`src/rtl/mult8_rr_sched_if.sv`:
```
// rtl/mult8_rr_sched_if.sv - request/response bundle between requesters and the mult8 front end
//
// Purpose: groups the two operand request channels, the single product
// response channel and the busy flag of mult8_rr_sched.
//
// Signals:
//   req0_valid/req0_ready/req0_a/req0_b : requester 0 operand handshake
//   req1_valid/req1_ready/req1_a/req1_b : requester 1 operand handshake
//   rsp_valid/rsp_ready/rsp_id/rsp_prod : product response with backpressure
//   busy                                : engine not idle
//
// Modports:
//   master : requesting/consuming side (drives valids, operands, rsp_ready)
//   slave  : the mult8_rr_sched block

interface mult8_rr_sched_if #(
    parameter int WIDTH = 8
);
    logic                   req0_valid;
    logic                   req0_ready;
    logic [WIDTH-1:0]       req0_a;
    logic [WIDTH-1:0]       req0_b;

    logic                   req1_valid;
    logic                   req1_ready;
    logic [WIDTH-1:0]       req1_a;
    logic [WIDTH-1:0]       req1_b;

    logic                   rsp_valid;
    logic                   rsp_ready;
    logic                   rsp_id;
    logic [2*WIDTH-1:0]     rsp_prod;

    logic                   busy;

    modport master (
        output req0_valid, req0_a, req0_b,
        input  req0_ready,
        output req1_valid, req1_a, req1_b,
        input  req1_ready,
        output rsp_ready,
        input  rsp_valid, rsp_id, rsp_prod,
        input  busy
    );

    modport slave (
        input  req0_valid, req0_a, req0_b,
        output req0_ready,
        input  req1_valid, req1_a, req1_b,
        output req1_ready,
        input  rsp_ready,
        output rsp_valid, rsp_id, rsp_prod,
        output busy
    );
endinterface

```
`src/rtl/mult8_rr_sched.sv`:
```
// rtl/mult8_rr_sched.sv - two-requester round-robin front end with shift-add multiplier engine
//
// Purpose: arbitrates two operand requesters onto one unsigned shift-add
// multiplier (one iteration per clock) and returns each product with the
// owning requester id on a single backpressured response channel.
//
// Ports:
//   clk  : system clock, rising edge
//   sig  : asynchronous active-high reset/clear
//   bus  : mult8_rr_sched_if.slave
//            req0_*/req1_* operand handshakes (ready combinational, IDLE only)
//            rsp_* product response, held stable until rsp_valid & rsp_ready
//            busy  high whenever the FSM is not IDLE
//
// Optional build macro:
//   MULT_ZERO_SKIP_EN : when defined, a request with a zero operand skips the
//                       shift iterations and goes straight to DONE with a
//                       zero product.

module mult8_rr_sched #(
    parameter int WIDTH = 8
) (
    input  logic              clk,
    input  logic              sig,
    mult8_rr_sched_if.slave   bus
);

    localparam int CW = $clog2(WIDTH + 1);

    typedef enum logic [1:0] {
        ST_IDLE  = 2'd0,
        ST_SHIFT = 2'd1,
        ST_DONE  = 2'd2
    } state_t;

    state_t                 r_state;
    state_t                 w_state_nxt;

    logic [WIDTH-1:0]       r_acc;
    logic [WIDTH-1:0]       r_q;
    logic [WIDTH-1:0]       r_m;
    logic [CW-1:0]          r_count;
    logic                   r_id;
    logic                   r_ptr;
    logic [2*WIDTH-1:0]     r_prod;

    logic                   w_idle;
    logic                   w_grant;
    logic                   w_accept;
    logic                   w_zero;
    logic                   w_last;
    logic [WIDTH-1:0]       w_sel_a;
    logic [WIDTH-1:0]       w_sel_b;
    logic [WIDTH-1:0]       w_addend;
    logic [WIDTH:0]         w_sum;

    // ------------------------------------------------------------------
    // Arbitration: a lone valid wins; on contention the requester that
    // did not win last time wins. r_ptr holds the last granted id and
    // resets to 1 so requester 0 wins the first contention.
    // ------------------------------------------------------------------
    assign w_idle   = (r_state == ST_IDLE);
    assign w_grant  = (bus.req0_valid && bus.req1_valid) ? ~r_ptr : bus.req1_valid;
    assign w_accept = w_idle && (bus.req0_valid || bus.req1_valid);

    assign bus.req0_ready = w_idle && bus.req0_valid && !w_grant;
    assign bus.req1_ready = w_idle && bus.req1_valid &&  w_grant;

    assign w_sel_a = w_grant ? bus.req1_a : bus.req0_a;
    assign w_sel_b = w_grant ? bus.req1_b : bus.req0_b;

`ifdef MULT_ZERO_SKIP_EN
    assign w_zero = (w_sel_a == '0) || (w_sel_b == '0);
`else
    assign w_zero = 1'b0;
`endif

    // ------------------------------------------------------------------
    // Shift-add iteration: the sum is one bit wider than acc so the carry
    // out of the add is shifted into acc[WIDTH-1] rather than lost.
    // ------------------------------------------------------------------
    assign w_addend = r_q[0] ? r_m : '0;
    assign w_sum    = {1'b0, r_acc} + {1'b0, w_addend};
    assign w_last   = (r_count == CW'(WIDTH - 1));

    // ------------------------------------------------------------------
    // FSM state register
    // ------------------------------------------------------------------
    always_ff @(posedge clk or posedge sig) begin
        if (sig) begin
            r_state <= ST_IDLE;
        end else begin
            r_state <= w_state_nxt;
        end
    end

    // ------------------------------------------------------------------
    // FSM next state
    // ------------------------------------------------------------------
    always_comb begin
        w_state_nxt = r_state;
        case (r_state)
            ST_IDLE: begin
                if (w_accept) begin
                    w_state_nxt = w_zero ? ST_DONE : ST_SHIFT;
                end
            end
            ST_SHIFT: begin
                if (w_last) begin
                    w_state_nxt = ST_DONE;
                end
            end
            ST_DONE: begin
                if (bus.rsp_ready) begin
                    w_state_nxt = ST_IDLE;
                end
            end
            default: begin
                w_state_nxt = ST_IDLE;
            end
        endcase
    end

    // ------------------------------------------------------------------
    // Datapath and arbitration state
    // ------------------------------------------------------------------
    always_ff @(posedge clk or posedge sig) begin
        if (sig) begin
            r_acc   <= '0;
            r_q     <= '0;
            r_m     <= '0;
            r_count <= '0;
            r_id    <= 1'b0;
            r_ptr   <= 1'b1;
            r_prod  <= '0;
        end else begin
            case (r_state)
                ST_IDLE: begin
                    if (w_accept) begin
                        // Operands are sampled only here; later changes on
                        // the request inputs have no effect.
                        r_m     <= w_sel_a;
                        r_q     <= w_sel_b;
                        r_acc   <= '0;
                        r_count <= '0;
                        r_id    <= w_grant;
                        r_ptr   <= w_grant;
                        if (w_zero) begin
                            r_prod <= '0;
                        end
                    end
                end
                ST_SHIFT: begin
                    r_acc   <= w_sum[WIDTH:1];
                    r_q     <= {w_sum[0], r_q[WIDTH-1:1]};
                    r_count <= r_count + 1'b1;
                    if (w_last) begin
                        // Product is the post-shift {acc,q} of the final iteration.
                        r_prod <= {w_sum[WIDTH:1], w_sum[0], r_q[WIDTH-1:1]};
                    end
                end
                default: begin
                end
            endcase
        end
    end

    assign bus.rsp_valid = (r_state == ST_DONE);
    assign bus.rsp_id    = r_id;
    assign bus.rsp_prod  = r_prod;
    assign bus.busy      = !w_idle;

endmodule
```
`src/flat_wrapper.sv`:
```
// flat-port wrapper written by rule: the top's interface ports become plain ports
module mult8_rr_sched_flat 
#(
    parameter int WIDTH = 8
)
  (clk, sig, bus_req0_valid, bus_req0_a, bus_req0_b, bus_req0_ready, bus_req1_valid, bus_req1_a, bus_req1_b, bus_req1_ready, bus_rsp_ready, bus_rsp_valid, bus_rsp_id, bus_rsp_prod, bus_busy);
  mult8_rr_sched_if #(.WIDTH(WIDTH)) bus_i ();
  input  logic clk;
  input  logic sig;
  input wire logic [$bits(bus_i.req0_valid)-1:0] bus_req0_valid;
  input wire logic [$bits(bus_i.req0_a)-1:0] bus_req0_a;
  input wire logic [$bits(bus_i.req0_b)-1:0] bus_req0_b;
  output wire logic [$bits(bus_i.req0_ready)-1:0] bus_req0_ready;
  input wire logic [$bits(bus_i.req1_valid)-1:0] bus_req1_valid;
  input wire logic [$bits(bus_i.req1_a)-1:0] bus_req1_a;
  input wire logic [$bits(bus_i.req1_b)-1:0] bus_req1_b;
  output wire logic [$bits(bus_i.req1_ready)-1:0] bus_req1_ready;
  input wire logic [$bits(bus_i.rsp_ready)-1:0] bus_rsp_ready;
  output wire logic [$bits(bus_i.rsp_valid)-1:0] bus_rsp_valid;
  output wire logic [$bits(bus_i.rsp_id)-1:0] bus_rsp_id;
  output wire logic [$bits(bus_i.rsp_prod)-1:0] bus_rsp_prod;
  output wire logic [$bits(bus_i.busy)-1:0] bus_busy;
  assign bus_i.req0_valid = bus_req0_valid;
  assign bus_i.req0_a = bus_req0_a;
  assign bus_i.req0_b = bus_req0_b;
  assign bus_req0_ready = bus_i.req0_ready;
  assign bus_i.req1_valid = bus_req1_valid;
  assign bus_i.req1_a = bus_req1_a;
  assign bus_i.req1_b = bus_req1_b;
  assign bus_req1_ready = bus_i.req1_ready;
  assign bus_i.rsp_ready = bus_rsp_ready;
  assign bus_rsp_valid = bus_i.rsp_valid;
  assign bus_rsp_id = bus_i.rsp_id;
  assign bus_rsp_prod = bus_i.rsp_prod;
  assign bus_busy = bus_i.busy;
  mult8_rr_sched #(.WIDTH(WIDTH)) u_core (.clk(clk), .sig(sig), .bus(bus_i));
endmodule
```
`config.mk`:
```
export PLATFORM = sky130hd
export DESIGN_NAME = mult8_rr_sched_flat
export DESIGN_NICKNAME = d
export VERILOG_FILES = /design/src/rtl/mult8_rr_sched_if.sv /design/src/rtl/mult8_rr_sched.sv /design/src/flat_wrapper.sv
export SDC_FILE = /design/constraint.sdc
export NUM_CORES = 1
export LEC_CHECK = 0
export ABC_AREA = 1
export CAP_MARGIN = 20
export CELL_PAD_IN_SITES_DETAIL_PLACEMENT = 0
export CELL_PAD_IN_SITES_GLOBAL_PLACEMENT = 2
export CORE_MARGIN = 2
export CORE_UTILIZATION = 31
export CTS_CLUSTER_SIZE = 10
export DETAILED_ROUTE_END_ITERATION = 8
export PLACE_DENSITY = 0.91
export SLEW_MARGIN = 5
export SYNTH_ARGS = -nofsm -noshare
export SYNTH_HDL_FRONTEND = slang
export SYNTH_SLANG_ARGS = --single-unit
```
`constraint.sdc`:
```
create_clock -name clk -period 3.4 [get_ports clk]
set_clock_uncertainty 0.2 [all_clocks]
set_input_delay 0.34 -clock clk [delete_from_list [all_inputs] [get_ports clk]]
set_output_delay 0.34 -clock clk [all_outputs]
set_load 0.005 [all_outputs]
```
==> flow_summary.ini <==
[setup_path]
reg2reg_depth = 12
critPathLaunch = u_core.r_ptr
r2r-start = u_core.r_q[0]
rr_endpoint = u_core.r_acc[7]
path_max_fanout = 10
end_kind = primary output
r2r_setup_slack_ns = 1.20
crit_required_ns = 2.86
cp-endpoint = bus_req0_ready
path_class = flip-flop to primary output
setup.worst_path.start_class = flip-flop
critPathArrivalTime_ns = 2.06

[timing]
finalMaxSlewViolations = 0
rsz0062_at_grt = no
timing_hold_violations_final = 0
fin_crit_ns = 2.60
fmax_mhz = 385
tns_ns = 0
slew_headroom_pct = 65.2
period_share_pct = 76.4
tightestPinTransition_ns = 0.521
whs_ns = 0.0722
setup_viol = 0

[cts]
root_buffer = clkbuf_8
path_clk_slew_ns = 0.10
cts_buffers = 5
cts_resized = 0
cts_max_level = 2
postCtsSetupBuffers = 0
hold_buffers = 0
cts_buffer_depth = 2
clock-sinks = 48
cts_tree = yes
insertion_delay_ns = 0.31

[drt]
ant_nets = 0
drtPass1Iterations = 6
via_per_inst = 4.49
drcViolationCount = 0
wl_per_cell_um = 12.6
vias = 2178
drt_iter0_markers = 80
wirelength_um = 6120

[floorplan]
die_y_um = 95.3
fp-row-count = 33
die_w_um = 95.3
ios = 58
coreArea_sq_um = 8130
initial_core_util_pct = 31.8
dieArea_sq_um = 9080

[final_layout]
drive_gt1_share_pct = 9.47
final_cell_area_sq_um = 3360
areaGrowthSynthToFinish_pct = 30.2
nets = 426
num_antenna_cells = 0

[run_status]
status = complete, no violations

[placement]
placed_area_sq_um = 3230
io_buffers = 57
dp_hpwl_um = 4420
finalWeightedCongestion = 0.831

[job]
drv_cap = 0

[yosys]
yosysWarningCount = 0
yosysUniqueCellTypes = 28
yosysTopAreaCell = dfrtp_1
yosysMostFrequentCell = nand2_1
synthCells = 322
syn_area_per_cell_sq_um = 8.02
synth_area_leaders = dfrtp_1 (46%), nand2_1 (19%), o21ai_0 (5.0%)
yosysSeqAreaShare_pct = 46.5
postSynth.asyncResetShare_pct = 100
synth.net_count = 369
synth_edf_count = 0
synth_flop_cell = dfrtp_1
synth_seq_cells = 48
netlist_area_sq_um = 2580
yosys-top-cells-count = nand2_1 (128), dfrtp_1 (47), inv_1 (33)
synth_top_cell_area_share_pct = 45.5

[grt]
grt_use_total_pct = 14.6
grt_overflow = 0
grt_pass1_vias = 2114
grt_pass1_wl_um = 10200
antenna_found_initial = 0
grt_max_degree = 49

[power]
power.density_nw_per_um2 = 857
ir_drop_uv = 273
power_leakage_uw = 0.00171

[min_path]
min_path_type = input port to async pin
==> routing by layer <==
| layer | wire (um) | global-route usage [%] | vias up |
|---|---|---|---|
| li1 | - | - | 1130 |
| met1 | 2950 | 19.6 | 993 |
| met2 | 2800 | 23.5 | 47 |
| met3 | 259 | 3.24 | 8 |
| met4 | 104 | 4.59 | 0 |
| met5 | 0 | 0 | - |
==> cell families after synthesis <==
family,count (synthesis),share of synthesized area (%)
buf+inv,47,8.04
compound gates,47,12.9
fa+ha+maj,10,5.13
flops,48,46.5
xor+xnor,1,0.339
simple gates,169,27.1
==> power by group <==
part | switching, uW | internal, uW
Clock | 212 | 222
Sequential | 185 | 842
Combinational | 792 | 630
==> worst min path at each step <==
| stage | start | to | slack [ns] | cells after the start |
|---|---|---|---|---|
| after detailed placement | u_core.bus.rsp_prod[5] | u_core.bus.rsp_prod[5] | 0.26 | 2 |
| after CTS | u_core.r_ptr | u_core.r_ptr | 0.27 | 2 |
| after global placement | u_core.r_ptr | u_core.r_ptr | 0.26 | 2 |
| after global routing | sig | u_core.r_count[0] | 0.09 | 2 |
| after floorplan | bus_rsp_ready | u_core.r_state[1] | 0.23 | 1 |
| final | sig | u_core.r_count[0] | 0.07 | 2 |
==> worst max-delay path, stage by stage, from the launching register on <==
cell,delay (ns)
dfstp_2,0.54
nand2_1,0.05
nand2_1,0.24
inv_1,0.22
nor3_1,0.17
clkdlybuf4s50_1,0.53
==> registers in the layout, summed over array words and instances (netlist names) <==
signal	cells
u_core.bus.rsp_prod	16
u_core.r_acc	8
u_core.r_m	8
u_core.r_q	8
u_core.r_count	4
u_core.r_state	2
u_core.bus.rsp_id	1
u_core.r_ptr	1
==> final cells by class <==
cell class                      count  area [sq um]
Sequential cell                    48          1200
Fill cell                         814          4770
Clock buffer                        5          68.8
Inverter                           38           143
Timing Repair Buffer               59           598
Clock inverter                      3          46.3
Tap cell                          105           131
Multi-Input combinational cell    227          1170
==> cell usage in the layout, fill, tap and decap left out <==
master	netlist	final
a21o_1	1	1
a21oi_1	4	4
a21oi_2	1	1
a21oi_4	1	1
a22o_1	1	1
buf_12	0	1
buf_4	1	1
bufinv_16	0	1
clkbuf_8	0	5
clkdlybuf4s50_1	0	57
clkinvlp_4	0	1
dfrtp_1	47	47
dfstp_2	1	1
fa_1	1	1
ha_1	9	9
inv_1	33	32
inv_2	5	6
inv_6	0	1
nand2_1	128	128
nand2_4	2	2
nand3_1	17	17
nand3b_1	2	2
nor2_1	15	15
nor2_4	2	2
nor3_1	1	1
o211ai_2	8	8
o21ai_0	26	26
o21ai_2	3	3
o31ai_1	2	2
or2_2	2	2
xnor2_1	1	1
==> metrics by stage <==
stage	std cells	util (%)	worst slack [ns]	power, uW
after CTS	484	41.1	0.740	2920
final	485	41.3	0.803	2880
after global routing	485	41.3	0.631	3160
after global placement	476	39.7	0.808	2440
after floorplan	322	-	1.41	2010
after detailed placement	476	39.7	0.812	2470
(Power assumes the default switching activity.)
==> RTL change: new RTL, config.mk and constraints unchanged <==
Add a define of `MULT_ZERO_SKIP_EN`.
--- a/src/rtl/mult8_rr_sched.sv
+++ b/src/rtl/mult8_rr_sched.sv
@@ -17,4 +17,6 @@
 //                       shift iterations and goes straight to DONE with a
 //                       zero product.
+
+`define MULT_ZERO_SKIP_EN
 
 module mult8_rr_sched #(
Formal check against the unedited RTL: not equivalent (Yosys sat finds a counterexample within 4 cycles, from zero or initial values).
==> RTL change against the unedited design <==
- register-to-register slack barely moved
- routed wire length rose by 8.9%
- non-clock buffer count is 3 higher
- final cell count increased by 10%
- clock power fell by 17%
- synthesized area up 9.6%
- sequential cell count did not move
- first-iteration DRC count increased by 15%
- utilization shrank 0.63 points
- cell area up 6.6%
- hold slack better by 0.042 ns
- critical path type unchanged
- highest routed layer unchanged
- worst setup slack improved by 0.079 ns
- power decreased by 1.8%
==> RTL change: results (changes against the unedited design) <==
Routing
  – Detailed Route Iter0 Violations: 92 (was 80)
  – DR pass1 iterations: 4 (was 6)
  – Total number of vias: 2,458 (was 2,178)
  – Detailed Route WL: 6660 um (was 6120 um)

Final layout
  – Layout fillers: 881 (was 814)
  – Share of cells above drive strength 1: 8.22% (was 9.47%)
  – Number of flip-flops in the largest register: 16 (unchanged)
  – Final Net Count: 472 (was 426)

GRT
  – Antenna violations before repair: 0 (unchanged)
  – Number of global-route vias before repair: 2,346 (was 2,114)
  – First-pass GRT wire length: 11,400 um (was 10,200 um)
  – Total track usage: 14.2% (was 14.6%)
  – Largest net degree at the start of global routing: 49 (unchanged)

Synthesis
  – Synth top area cells: dfrtp_1, nand2_1, inv_1, nand3_1, ha_1 (was dfrtp_1, nand2_1, o21ai_0, inv_1, ha_1)
  – Post-Syn Nets: 418 (was 369)
  – Synth Area in Adders: 4.68% (was 5.13%)
  – Most used DFF post-synth: dfrtp_1 (unchanged)
  – Post-Synth XOR/XNOR Area: 0% (was 0.339%)
  – Distinct cells, synth: 32 (was 28)
  – Seq/Total Area, Yosys: 42.5% (was 46.5%)
  – Compound-Gate Fraction of Synth Area: 8.22% (was 12.9%)
  – Top post-synthesis cells by count: nand2_1, dfrtp_1, inv_1 (unchanged)
  – Post-synthesis mux area share: 0% (unchanged)

Critical path
  – Reg-to-Reg Start: u_core.r_q[0] (unchanged)
  – Reg2Reg Setup Slack: 1.20 ns (about the same)
  – CP Launch Point: u_core.r_state[0] (was u_core.r_ptr)
  – Highest net fanout along the worst path: 4 (was 10)
  – CP arrival: 1.98 ns (was 2.06 ns)

STA
  – Min Tclk post-route: 2.52 ns (was 2.60 ns)
  – Worst-Margin Slew: 0.481 ns (was 0.521 ns)
  – Fin Hold WS: 0.115 ns (was 0.0722 ns)

Placement
  – Placer Congestion: 0.791 (was 0.831)
  – Post-place setup slack: 0.910 ns (was 0.812 ns)
  – Dpl cell area: 3470 um^2 (was 3230 um^2)
  – HPWL Detailed: 4980 um (was 4420 um)

Run status
  – Outcome: finished, final reports clean (unchanged)

Pwr
  – Leak pwr: 1.83 nW (was 1.71 nW)
  – Maximum VDD drop: 0.000379 V (was 0.000273 V)

CTS
  – Post-CTS setup buffers: 0 (unchanged)
  – CTS Buf Count: 5 (unchanged)
  – CTS max path bufs: 2 (unchanged)

Hold path
  – Worst Hold Class: in -> async (unchanged)
## RTL change: final timing paths
check | endpoint | cells after the start
setup / recovery | bus_req1_ready | 4
hold / removal | u_core.bus.rsp_prod[6] | 2
setup reg to reg | u_core.bus.rsp_prod[14] | 11
hold reg to reg | u_core.r_count[3] | 1
max in group asynchronous | u_core.r_acc[3] | 3
min in group clk | u_core.r_count[3] | 1
## RTL change: through the flow
stage	instances	total power, mW
2_1_floorplan	371	2.00
3_3_place_gp	525	2.46
3_5_place_dp	525	2.50
4_1_cts	533	2.86
5_1_grt	534	3.11
6_report	534	2.83
## RTL change: per-layer routing
metal | routed length (um) | global-route usage (%) | up-vias
met5 | 0 | 0 | -
met4 | 76 | 4.11 | 0
met3 | 336 | 2.60 | 7
met2 | 2830 | 21.6 | 61
met1 | 3420 | 20.7 | 1093
li1 | - | - | 1297
## RTL change: layout make-up
cell class / instances / area [um^2] / share of cell area, %
repair buffers: 62 / 621 / 17.3
inverters: 48 / 180 / 5.02
clock buffers: 7 / 86.3 / 2.41
flip-flops and latches: 48 / 1200 / 33.5
clock inverters: 1 / 7.51 / 0.209
multi-input cells: 260 / 1350 / 37.8
well taps: 108 / 135 / 3.77
## RTL change: where the power goes
group,total (mW),switching (mW),internal (mW)
Clock,0.361,0.196,0.165
Sequential,0.993,0.167,0.826
Combinational,1.48,0.872,0.605
## RTL change: critical path: stages, from the launching register on
cell and delay, ns:
dfrtp_1 0.41, nor2_1 0.40, inv_1 0.15, nor2_1 0.17, clkdlybuf4s50_1 0.53
## RTL change: logic make-up (layout without fill, tap and decap cells)
group / Yosys count / in the layout
simple gates: 212 / 212
flops: 48 / 48
compound gates: 38 / 38
buf+inv: 63 / 118
fa+ha+maj: 10 / 10
